File: src/rtl/microcode_sequencer.sv
// Microcode sequencer: opcode decode, variable-length microstep table,
// falling-edge control word, rising-edge flags, sticky halt.
module microcode_sequencer #(
    parameter int OPCODE_W = 4,
    parameter int INSN_W   = 8,
    parameter int STEP_W   = 3,
    parameter int MAX_STEP = 4
) (
    input  logic              clk,
    input  logic              rst,
    input  logic [INSN_W-1:0] insn,
    input  logic              prog_mode,
    input  logic              carry_in,
    input  logic              zero_in,
    output logic [15:0]       cw,
    output logic [STEP_W-1:0] step,
    output logic              carry_flag,
    output logic              zero_flag,
    output logic              halted
);
    localparam logic [15:0] HLT = 16'h8000;
    localparam logic [15:0] MI  = 16'h4000;
    localparam logic [15:0] RI  = 16'h2000;
    localparam logic [15:0] RO  = 16'h1000;
    localparam logic [15:0] IO  = 16'h0800;
    localparam logic [15:0] II  = 16'h0400;
    localparam logic [15:0] AI  = 16'h0200;
    localparam logic [15:0] AO  = 16'h0100;
    localparam logic [15:0] EO  = 16'h0080;
    localparam logic [15:0] SU  = 16'h0040;
    localparam logic [15:0] BI  = 16'h0020;
    localparam logic [15:0] OI  = 16'h0010;
    localparam logic [15:0] CE  = 16'h0008;
    localparam logic [15:0] CO  = 16'h0004;
    localparam logic [15:0] J   = 16'h0002;
    localparam logic [15:0] FI  = 16'h0001;
    localparam logic [15:0] FETCH = MI | CO;

    typedef enum logic [1:0] {
        S_RUN,
        S_PROG,
        S_HALT
    } mode_t;

    mode_t               mode;
    mode_t               mode_nxt;
    logic [15:0]         cw_nxt;
    logic [STEP_W-1:0]   step_nxt;
    logic [STEP_W-1:0]   step_inc;
    logic [OPCODE_W-1:0] op;
    logic [3:0]          op_lo;
    logic                op_hi_zero;
    logic                is2;
    logic                is3;
    logic                is4;
    logic [15:0]         entry;
    logic                unused_operand;

    assign op             = insn[INSN_W-1 -: OPCODE_W];
    assign op_lo          = op[3:0];
    assign op_hi_zero     = (op >> 4) == '0;
    assign unused_operand = ^insn[INSN_W-OPCODE_W-1:0];
    assign step_inc       = step + 1'b1;
    assign is2            = step_inc == STEP_W'(2);
    assign is3            = step_inc == STEP_W'(3);
    assign is4            = step_inc == STEP_W'(4);
    assign halted         = mode == S_HALT;

    // Every real entry is nonzero, so an all-zero word marks end of insn.
    always_comb begin
        entry = '0;
        if (op_hi_zero) begin
            case (op_lo)
                4'h1: entry = is2 ? (MI | IO) : is3 ? (RO | AI) : '0;
                4'h2: entry = is2 ? (MI | IO) : is3 ? (RO | BI) :
                              is4 ? (EO | AI | FI) : '0;
                4'h3: entry = is2 ? (MI | IO) : is3 ? (RO | BI) :
                              is4 ? (EO | SU | AI | FI) : '0;
                4'h4: entry = is2 ? (MI | IO) : is3 ? (AO | RI) : '0;
                4'h5: entry = is2 ? (IO | AI) : '0;
                4'h6: entry = is2 ? (IO | J) : '0;
                4'h7: entry = (is2 && carry_flag) ? (IO | J) : '0;
                4'h8: entry = (is2 && zero_flag) ? (IO | J) : '0;
                4'hE: entry = is2 ? (AO | OI) : '0;
                4'hF: entry = is2 ? HLT : '0;
                default: entry = '0;
            endcase
        end
    end

    always_comb begin
        mode_nxt = mode;
        cw_nxt   = cw;
        step_nxt = step;
        priority case (1'b1)
            mode == S_HALT: begin
            end
            prog_mode: begin
                mode_nxt = S_PROG;
                cw_nxt   = HLT;
                step_nxt = '0;
            end
            mode == S_PROG: begin
                mode_nxt = S_RUN;
                cw_nxt   = FETCH;
                step_nxt = '0;
            end
            step == STEP_W'(MAX_STEP): begin
                cw_nxt   = FETCH;
                step_nxt = '0;
            end
            step == '0: begin
                cw_nxt   = RO | II | CE;
                step_nxt = step_inc;
            end
            entry != '0: begin
                cw_nxt   = entry;
                step_nxt = step_inc;
                if (entry == HLT) mode_nxt = S_HALT;
            end
            default: begin
                cw_nxt   = FETCH;
                step_nxt = '0;
            end
        endcase
    end

    always_ff @(negedge clk or posedge rst) begin
        if (rst) begin
            mode <= S_RUN;
            cw   <= FETCH;
            step <= '0;
        end else begin
            mode <= mode_nxt;
            cw   <= cw_nxt;
            step <= step_nxt;
        end
    end

    always_ff @(posedge clk or posedge rst) begin
        if (rst) begin
            carry_flag <= 1'b0;
            zero_flag  <= 1'b0;
        end else if (cw[0]) begin
            carry_flag <= carry_in;
            zero_flag  <= zero_in;
        end
    end
endmodule

File: config.mk
export PLATFORM = sky130hd
export DESIGN_NAME = microcode_sequencer
export DESIGN_NICKNAME = d
export VERILOG_FILES = /design/src/rtl/microcode_sequencer.sv
export SDC_FILE = /design/constraint.sdc
export NUM_CORES = 1
export LEC_CHECK = 0
export ABC_AREA = 1
export CORE_MARGIN = 5
export CORE_UTILIZATION = 45
export CTS_CLUSTER_SIZE = 8
export DETAILED_ROUTE_END_ITERATION = 8
export GPL_TIMING_DRIVEN = 0
export PLACE_DENSITY_LB_ADDON = 0.3
export SYNTH_ARGS = -nofsm -noshare
export SYNTH_HDL_FRONTEND = slang
export SYNTH_SLANG_ARGS = --single-unit
File: constraint.sdc
create_clock -name clk -period 2.53 [get_ports clk]
set_clock_uncertainty 0.05 [all_clocks]
set_input_delay 0.6325 -clock clk [delete_from_list [all_inputs] [get_ports clk]]
set_output_delay 0.6325 -clock clk [all_outputs]
set_load 0.01 [all_outputs]
==> flow_summary.json, run 1 <==
{
  "maxSlewViolCount": 0,
  "timing.critical_path.max_delay_family": "flip-flops",
  "post-place-ws_ns": -1.18,
  "met2_track_demand_over_resource_in_global_routing": 0.349,
  "wl_per_cell_um": 15.0,
  "count_of_unique_library_cells_instantiated_by_yosys": 30,
  "placementRows": 19,
  "hp-start": "cw[13]$_DFFE_NP0N_",
  "tritoncts": "done",
  "fin_total_pwr_mw": 1.59,
  "outcome": "complete, but fails checks",
  "cap_viol_max_count": 0,
  "busiest_layer": "met2",
  "port_buffers": 30,
  "tightestPinTransition_ns": 0.492,
  "synth_compound_area_frac": 0.0881,
  "floorplan.initialDensity": 0.476,
  "synth_mux_area_frac": 0,
  "avgSynthCellArea_um2": 7.42,
  "timing.critical_path.required_ns": 1.85,
  "first_iter_violations": 93,
  "die_area_mm2": 0.00416,
  "hold_viol_final": 0,
  "failed_checks": "negative setup slack",
  "synth_nets": 198,
  "vias": 1460,
  "cts.clk_slew.worst_paths_ns": 0.08,
  "die_outline_height_um": 64.5,
  "synth.cell_area_mm2": 0.00134,
  "postRouteWirelength_mm": 4.10,
  "worstSetupPathType": "reg -> out",
  "design.core.area_mm2": 0.00281,
  "yosys.area_share.adder": 0.0469,
  "antenna_found_initial": 0,
  "cts.htree.levels": 1,
  "cts_hold_buffers": 0,
  "timing.final.setup_violations": 26,
  "slew_headroom": 0.670,
  "largest_net_degree_at_the_start_of_global_routing": 22,
  "tritoncts.num_buffers": 3,
  "n_antenna_cell": 0,
  "remaining_drc_errors": 0,
  "grt_pass1_vias": 1409,
  "ir_worst_vdd_mv": 0.645,
  "clock_tree.root_cell": "sky130_fd_sc_hd__clkbuf_4",
  "worst-path-buf-inv": 2,
  "synth_simple_gate_area_frac": 0.377,
  "post-dp-hpwl_mm": 2.55,
  "met3_global_route_usage": 0.0570,
  "regToRegEndpoint": "step[1]$_DFFE_NP0N_",
  "drt-pass1-iter-count": 4,
  "hold_path.class": "reg -> reg",
  "power.density_cell_area_mw_per_mm2": 763,
  "synth.yosys.seq_area_share": 0.396,
  "static-leakage-power_nw": 1.08,
  "clkLatencyLatePin_ns": 0.32,
  "crit_path_max_fanout": 3,
  "critPathCaptureType": "primary output",
  "reg2reg_depth": 10,
  "synth-warning-count": 0,
  "regToRegSetupSlack_ns": -0.22,
  "layout-drive-gt1-share": 0.492,
  "clock-sinks": 21,
  "grt_setup_unrepaired": "true",
  "nets": 261,
  "cts_buffer_depth": 2,
  "netlist_instances": 180,
  "combinational_family_with_the_most_area_after_synthesis": "simple AND/OR/NAND/NOR gates",
  "grt_overflow": 0,
  "via_per_inst": 5.35,
  "chipWidth_um": 64.5,
  "critical_path.reg2reg.startpoint": "zero_flag$_DFFE_PP0P_",
  "syn_to_final_growth_pct": 56.5,
  "nFillCells": 202,
  "min_delay_worst_endpoint": "cw[13]$_DFFE_NP0N_",
  "met1_usage": 0.214,
  "critPathMaxStageDelay_ns": 0.46,
  "place_congestion": 0.977,
  "grt_pass1_wl_mm": 6.34,
  "detailed_place.area_mm2": 0.00174,
  "utilization": 0.745,
  "finish.instance_area_mm2": 0.00209,
  "crit_path_cells": "inv_2 > nor2_4 > buf_6",
  "startpoint_type": "register",
  "critPathArrivalTime_ns": 2.34,
  "fin_tns_setup_ns": -7.57,
  "cpMaxStageDelayCell": "sky130_fd_sc_hd__dfrtn_1",
  "ys_seq_elements": 21,
  "grt.total_usage": 0.191,
  "synth_xor_xnor_area_share": 0,
  "setup_slack_ns": -0.494,
  "antenna_violating_nets_left": 0,
  "floorplan.io_pins": 35,
  "worstHoldPathCells": 2
}
-- cells by family (layout without fill, tap and decap cells) --
group | Yosys count | after routing
AND/OR/NAND/NOR | 106 | 106
adder cells (fa/ha/maj) | 5 | 5
AO/OA/AOI/OAI | 19 | 19
flip-flops | 21 | 21
buffers and inverters | 29 | 91
-- repair_timing --
item | in CTS | in global routing
pin swaps | 20 | 25
gates resized for setup | 135 | 34
setup endpoints to repair | 56 | 31
buffers inserted | 17 | 11
-- registers in the layout, summed over array words and instances (netlist names) --
signal and cells:
cw 14, step 3, mode 2, carry_flag 1, zero_flag 1
-- routing by layer --
metal  share of wire  up-vias
li1                -      690
met1            0.40      700
met2            0.49       57
met3           0.081       13
met4           0.025        0
met5               0        -
-- report_power, final --
group / internal [mW] / switching (mW) / leakage, nW
clock network: 0.0618 / 0.123 / 0.0260
registers: 0.422 / 0.0521 / 0.273
logic: 0.397 / 0.539 / 0.782
-- synthesized netlist by cell type, drive strengths merged --
| master | n | area share |
|---|---|---|
| nand2 | 56 | 0.17 |
| nor2 | 29 | 0.098 |
| inv | 26 | 0.073 |
| dfrtn | 17 | 0.32 |
| nand3 | 15 | 0.077 |
| o21ai | 11 | 0.044 |
| ha | 5 | 0.047 |
| a21oi | 3 | 0.011 |
| buf | 3 | 0.020 |
| nor3 | 3 | 0.020 |
| a22o | 2 | 0.014 |
| dfrtp | 2 | 0.037 |
| dfstp | 2 | 0.039 |
| nand4 | 2 | 0.0094 |
| a32o | 1 | 0.0075 |
| nand3b | 1 | 0.0056 |
| o211ai | 1 | 0.0056 |
| o31ai | 1 | 0.0056 |
-- how the worst max path moves through the flow --
stage / startpoint / endpoint / slack [ns] / cells past startpoint
2_1_floorplan: insn[7] / step[1]$_DFFE_NP0N_ / -0.25 / 11
3_3_place_gp: insn[7] / step[1]$_DFFE_NP0N_ / -1.13 / 12
3_5_place_dp: insn[7] / cw[14]$_DFFE_NP1N_ / -1.18 / 12
4_1_cts: mode[1]$_DFFE_NP0P_ / halted / -0.53 / 4
5_1_grt: mode[1]$_DFFE_NP0P_ / halted / -0.54 / 3
6_report: mode[1]$_DFFE_NP0P_ / halted / -0.49 / 3
-- cell usage in the layout, fill, tap and decap left out, types with 2 or more instances in the layout --
cell type / instances
sky130_fd_sc_hd__a21oi_1: 3
sky130_fd_sc_hd__buf_12: 3
sky130_fd_sc_hd__buf_2: 12
sky130_fd_sc_hd__buf_4: 26
sky130_fd_sc_hd__buf_6: 14
sky130_fd_sc_hd__clkbuf_4: 3
sky130_fd_sc_hd__clkdlybuf4s50_1: 5
sky130_fd_sc_hd__dfrtn_1: 17
sky130_fd_sc_hd__dfrtp_1: 2
sky130_fd_sc_hd__dfstp_2: 2
sky130_fd_sc_hd__ha_1: 5
sky130_fd_sc_hd__inv_1: 13
sky130_fd_sc_hd__inv_2: 9
sky130_fd_sc_hd__inv_4: 2
sky130_fd_sc_hd__nand2_1: 40
sky130_fd_sc_hd__nand2_2: 10
sky130_fd_sc_hd__nand2_4: 5
sky130_fd_sc_hd__nand3_1: 6
sky130_fd_sc_hd__nand3_2: 8
sky130_fd_sc_hd__nand4_1: 2
sky130_fd_sc_hd__nor2_1: 14
sky130_fd_sc_hd__nor2_2: 7
sky130_fd_sc_hd__nor2_4: 8
sky130_fd_sc_hd__o21ai_0: 4
sky130_fd_sc_hd__o21ai_1: 5
sky130_fd_sc_hd__o21ai_2: 2
-- through the flow --
stage / hold WS [ns] / cells
CTS: 0.377 / 263
global placement: 0.374 / 241
floorplan: 0.417 / 180
detailed placement: 0.377 / 241
finish: 0.401 / 273
global route: 0.435 / 273
-- worst reg2reg max path, delay by kind of cell (launching register included) --
kind	cells	cell delay, ns
buffers and inverters	1	0.04
flip-flops	1	0.43
AND/OR/NAND/NOR	9	0.82
-- layout make-up --
type / count / area, um2 / share of cell area
inverters: 25 / 120 / 0.0575
well taps: 31 / 38.8 / 0.0186
clock inverters: 3 / 11.3 / 0.00539
flip-flops and latches: 21 / 528 / 0.253
clock buffers: 3 / 22.5 / 0.0108
multi-input cells: 130 / 846 / 0.405
repair buffers: 58 / 500 / 0.240
plain buffers: 2 / 22.5 / 0.0108
No activity file was read; power rests on OpenSTA's default activity.
==> run 2, diff against run 1 <==
Settings changed: CORE_ASPECT_RATIO set to 0.6, RECOVER_POWER set to 25.
==> run 2 against run 1 <==
Effect of this change:
- the run still ends with negative setup slack left
- hold slack lost 0.032 ns
- cell area grew 2.0%
- final cell count grew 2.2%
- core utilization grew 0.25 points
- non-clock buffer count shrank 5
- sequential share of layout area shrank 0.50 points
- combinational power grew 8%
- count of clock-buffer cells in the layout is the same
==> flow_summary.json, run 2 (synthesized netlist as in run 1, its figures left out) <==
{
  "place_congestion": 0.938,
  "worst-path-buf-inv": 2,
  "tightestPinTransition_ns": 0.891,
  "via_per_inst": 5.51,
  "hold_path.class": "reg -> reg",
  "drt-pass1-iter-count": 4,
  "design.core.area_mm2": 0.00285,
  "postRouteWirelength_mm": 4.51,
  "outcome": "complete, but fails checks",
  "chipWidth_um": 80.3,
  "timing.final.setup_violations": 49,
  "cts.clk_slew.worst_paths_ns": 0.05,
  "vias": 1537,
  "die_area_mm2": 0.00419,
  "hold_viol_final": 0,
  "crit_path_cells": "inv_2 > nor2_4 > buf_6",
  "floorplan.io_pins": 35,
  "timing.critical_path.required_ns": 1.85,
  "largest_register": "cw",
  "final_cell_mix": "sky130_fd_sc_hd__nand2_1 (41), sky130_fd_sc_hd__buf_4 (19), sky130_fd_sc_hd__dfrtn_1 (17)",
  "fin_tns_setup_ns": -8.99,
  "slew_headroom": 0.403,
  "tritoncts": "done",
  "wl_per_cell_um": 16.2,
  "grt_overflow": 0,
  "maxSlewViolCount": 0,
  "regToRegSetupSlack_ns": -0.26,
  "placed_cells_incl_taps": 252,
  "startpoint_type": "register",
  "clock_tree.root_cell": "sky130_fd_sc_hd__clkbuf_8",
  "reg_top3": "cw: 14 flops, step: 3 flops, mode: 2 flops",
  "post-dp-hpwl_mm": 2.68,
  "final_common_cell": "sky130_fd_sc_hd__nand2_1",
  "critPathArrivalTime_ns": 2.33,
  "syn_to_final_growth_pct": 59.7,
  "clkLatencyLatePin_ns": 0.28,
  "layout-drive-gt1-share": 0.494,
  "static-leakage-power_nw": 1.08,
  "power.density_cell_area_mw_per_mm2": 807,
  "grt_pass1_wl_mm": 6.34,
  "largest_reg_flops": 14,
  "largest_net_degree_at_the_start_of_global_routing": 22,
  "grt.total_usage": 0.197,
  "n_antenna_cell": 0,
  "nets": 256,
  "antenna_found_initial": 0,
  "cts_hold_buffers": 0,
  "critPathMaxStageDelay_ns": 0.42,
  "grt_pass1_vias": 1369,
  "timing.critical_path.max_delay_family": "flip-flops",
  "floorplan.initialDensity": 0.468,
  "port_buffers": 30,
  "ir_worst_vdd_mv": 0.657,
  "placementRows": 15,
  "first_iter_violations": 131,
  "cts.htree.levels": 1,
  "antenna_violating_nets_left": 0,
  "setup_slack_ns": -0.483,
  "cpMaxStageDelayCell": "sky130_fd_sc_hd__dfrtn_1",
  "clock-sinks": 21,
  "tritoncts.num_buffers": 3,
  "crit_path_max_fanout": 3,
  "holdWs_ns": 0.369,
  "critPathCaptureType": "primary output",
  "cap_viol_max_count": 0,
  "fin_cells": 279,
  "die_outline_height_um": 52.2,
  "grt_setup_unrepaired": "true",
  "failed_checks": "negative setup slack",
  "remaining_drc_errors": 0,
  "cts_buffer_depth": 2,
  "worstSetupPathType": "reg -> out"
}
==> run 2: changes by cell type in the layout (fill, tap and decap cells not counted), sizes merged <==
cell | previous run | this run
buf | 55 | 48
clkdlybuf4s50 | 5 | 2
dlygate4sd3 | 0 | 3
clkbuf | 3 | 5
==> run 2: through the flow <==
step                      instance area, um2  total power [mW]   util  setup slack, ns
after floorplan                         1400             0.981      -           -0.252
after global placement                  1750              1.22  0.614            -1.14
after detailed placement                1750              1.25  0.614            -1.19
after CTS                               1950              1.58  0.682           -0.491
after global routing                    2130              1.83  0.747           -0.473
final                                   2130              1.72  0.747           -0.483
==> run 2: power by group <==
| group | internal [mW] | switching [mW] |
|---|---|---|
| registers | 0.422 | 0.0512 |
| logic | 0.387 | 0.625 |
| clock network | 0.114 | 0.122 |
| total | 0.923 | 0.798 |
==> run 2: final timing paths <==
check                                       from                     end  cells past startpoint
setup / recovery             mode[1]$_DFFE_NP0P_                  halted                      3
hold / removal                 cw[4]$_DFFE_NP0N_       cw[4]$_DFFE_NP0N_                      2
setup reg to reg           zero_flag$_DFFE_PP0P_     step[1]$_DFFE_NP0N_                     10
hold reg to reg                cw[4]$_DFFE_NP0N_       cw[4]$_DFFE_NP0N_                      2
max in group asynchronous                    rst       cw[2]$_DFFE_NP1N_                      2
min in group asynchronous                    rst  carry_flag$_DFFE_PP0P_                      2
==> run 2: area by class of cell <==
type	count	area, um2
Clock buffer	3	41.3
Multi-Input combinational cell	130	898
Timing Repair Buffer	53	457
Inverter	25	120
Tap cell	42	52.6
Fill cell	187	721
Sequential cell	21	528
Buffer	2	22.5
Clock inverter	3	12.5
==> run 2: tightest hold or removal path: cells and delay by family, from the launching register on <==
family        cells  cell delay (ns)
flops             1             0.40
simple gates      2             0.10
==> run 2: routing by layer <==
layer  vias to the layer above  track usage  routed length (um)
met1                       722        0.254                1820
met3                        31       0.0550                 469
li1                        692            -                   -
met4                         0       0.0618                 199
met5                         -            0                   0
met2                        92        0.321                2020
==> run 2: timing repair <==
action	CTS	global route
pin swaps	15	24
setup buffers	16	7
resized for setup	145	36
endpoints found under the setup margin	58	31
==> run 3, diff against run 2 <==
Settings changed: REMOVE_ABC_BUFFERS set to 1.
==> run 3 against run 2 <==
Effect of this change:
- the run still ends with negative setup slack left
- setup slack improved by 0.060 ns
- final cell count rose by 2.9%
- non-clock buffer count rose by 8
- critical path type is now in -> reg
- sequential share of layout area did not move
- highest routed layer unchanged
==> flow_summary.json, run 3 (synthesized netlist as in run 1, its figures left out) <==
{
  "startpoint_type": "input port",
  "wl_per_cell_um": 16.4,
  "post-dp-hpwl_mm": 2.48,
  "regToRegEndpoint": "step[1]$_DFFE_NP0N_",
  "tritoncts": "done",
  "min_delay_worst_endpoint": "cw[10]$_DFFE_NP0N_",
  "routed-wl-met2_mm": 2.17,
  "place_congestion": 0.864,
  "vias": 1573,
  "layout-drive-gt1-share": 0.498,
  "cts_buffer_depth": 2,
  "cell_internal_pwr_mw": 0.918,
  "maxSlewViolCount": 0,
  "die_area_mm2": 0.00419,
  "port_buffers": 30,
  "power.sequential.fraction": 0.284,
  "reg2reg_depth": 10,
  "critical_path.reg2reg.startpoint": "zero_flag$_DFFE_PP0P_",
  "die_outline_height_um": 52.2,
  "cap_viol_max_count": 0,
  "hp-start": "cw[10]$_DFFE_NP0N_",
  "outcome": "complete, but fails checks",
  "fin_total_pwr_mw": 1.68,
  "cts_hold_buffers": 0,
  "clock-sinks": 21,
  "largest_register": "cw",
  "utilization": 0.747,
  "cts.htree.levels": 1,
  "tightestPinTransition_ns": 0.911,
  "multi_input_comb_area_um2": 856,
  "crit_path_max_fanout": 5,
  "slew_headroom": 0.389,
  "power.density_cell_area_mw_per_mm2": 789,
  "final-seq-area_um2": 528,
  "tritoncts.num_buffers": 3,
  "remaining_drc_errors": 0,
  "critPathCaptureType": "register",
  "m1WireLength_mm": 1.89,
  "nFillCells": 199,
  "switching_power_mw": 0.764,
  "hold_path.class": "reg -> reg",
  "power.share.switching": 0.454,
  "clkLatencyLatePin_ns": 0.27,
  "critPathArrivalTime_ns": 1.76,
  "via_per_inst": 5.48,
  "worstSetupPathType": "in -> reg",
  "timing.critical_path.required_ns": 1.34,
  "floorplan.io_pins": 35,
  "antenna_violating_nets_left": 0,
  "cts.clk_slew.worst_paths_ns": 0.06,
  "power.clock.fraction": 0.137,
  "largest_net_degree_at_the_start_of_global_routing": 22,
  "first_iter_violations": 136,
  "dr_wl_met3_um": 426,
  "p_comb_frac": 0.579,
  "n_antenna_cell": 0,
  "dr.max_layer_used": "met4",
  "clock_tree.root_cell": "sky130_fd_sc_hd__clkbuf_8",
  "grt_setup_unrepaired": "true",
  "hold_viol_final": 0,
  "static-leakage-power_nw": 1.10,
  "regToRegSetupSlack_ns": -0.21,
  "setup.worst_path.start": "insn[5]",
  "failed_checks": "negative setup slack",
  "syn_to_final_growth_pct": 59.7,
  "grt.total_usage": 0.184,
  "nets": 264,
  "grt_overflow": 0,
  "ir_worst_vdd_mv": 0.425,
  "floorplan.initialDensity": 0.468,
  "setup_slack_ns": -0.423,
  "final_common_cell": "sky130_fd_sc_hd__nand2_1",
  "placementRows": 15,
  "largest_reg_flops": 14,
  "fin_cells": 287,
  "grt_pass1_wl_mm": 5.97,
  "placed_cells_incl_taps": 249,
  "chipWidth_um": 80.3,
  "timing.final.setup_violations": 49,
  "drt-pass1-iter-count": 6,
  "final_cell_mix": "sky130_fd_sc_hd__nand2_1 (42), sky130_fd_sc_hd__buf_4 (27), sky130_fd_sc_hd__dfrtn_1 (17)",
  "design.core.area_mm2": 0.00285,
  "grt_pass1_vias": 1287,
  "reg_top3": "cw: 14 flops, step: 3 flops, mode: 2 flops",
  "worstHoldPathCells": 1,
  "postRouteWirelength_mm": 4.71,
  "antenna_found_initial": 0
}
-- run 3: worst max path at each step --
stage / endpoint / slack (ns)
3_3_place_gp: halted / -1.14
2_1_floorplan: halted / -0.35
6_report: step[1]$_DFFE_NP0N_ / -0.42
5_1_grt: cw[2] / -0.40
4_1_cts: halted / -0.39
3_5_place_dp: halted / -1.17
-- run 3: power by group through the flow --
stage	clock network, mW	logic (mW)	registers, mW
final	0.230	0.974	0.478
after global routing	0.250	1.04	0.484
after CTS	0.229	0.818	0.470
after detailed placement	0.00742	0.690	0.498
after global placement	0.00742	0.675	0.491
after floorplan	0.00742	0.417	0.514
-- run 3: final cells by class --
type,count,area share
inverter,25,0.0505
clock inverter,3,0.00528
sequential,21,0.248
tap,42,0.0246
clock buffer,3,0.0194
multi-input combinational,130,0.401
timing repair buffer,63,0.251
-- run 3: metal layers --
metal  track usage  up-vias
li1              -      707
met1         0.244      711
met2         0.310      120
met3        0.0447       35
met4        0.0337        0
met5             0        -
-- run 3: worst max-delay path: stages --
cell and delay, ns:
sky130_fd_sc_hd__buf_12 0.10, sky130_fd_sc_hd__inv_4 0.04, sky130_fd_sc_hd__nand2_2 0.06, sky130_fd_sc_hd__inv_2 0.05, sky130_fd_sc_hd__nand2_1 0.11, sky130_fd_sc_hd__nor2_2 0.08
sky130_fd_sc_hd__nor2_1 0.13, sky130_fd_sc_hd__nand3_1 0.12, sky130_fd_sc_hd__nor2_1 0.13, sky130_fd_sc_hd__nand3_2 0.13, sky130_fd_sc_hd__nand3b_1 0.12, sky130_fd_sc_hd__nand2_1 0.05
-- run 3: per-stage QoR --
step	setup TNS, ns	worst slack (ns)	hold slack [ns]	instance area (um2)
2_1_floorplan	-2.73	-0.353	0.424	1310
3_3_place_gp	-29.46	-1.14	0.374	1660
3_5_place_dp	-30.70	-1.17	0.384	1660
4_1_cts	-6.33	-0.387	0.382	1910
5_1_grt	-13.12	-0.399	0.435	2130
6_report	-9.72	-0.423	0.415	2130
-- run 3: repair_timing --
action	4_1_cts	5_1_grt
setup buffers	23	10
gates resized for setup	148	43
endpoints found under the setup margin	58	33
pin swaps	20	26
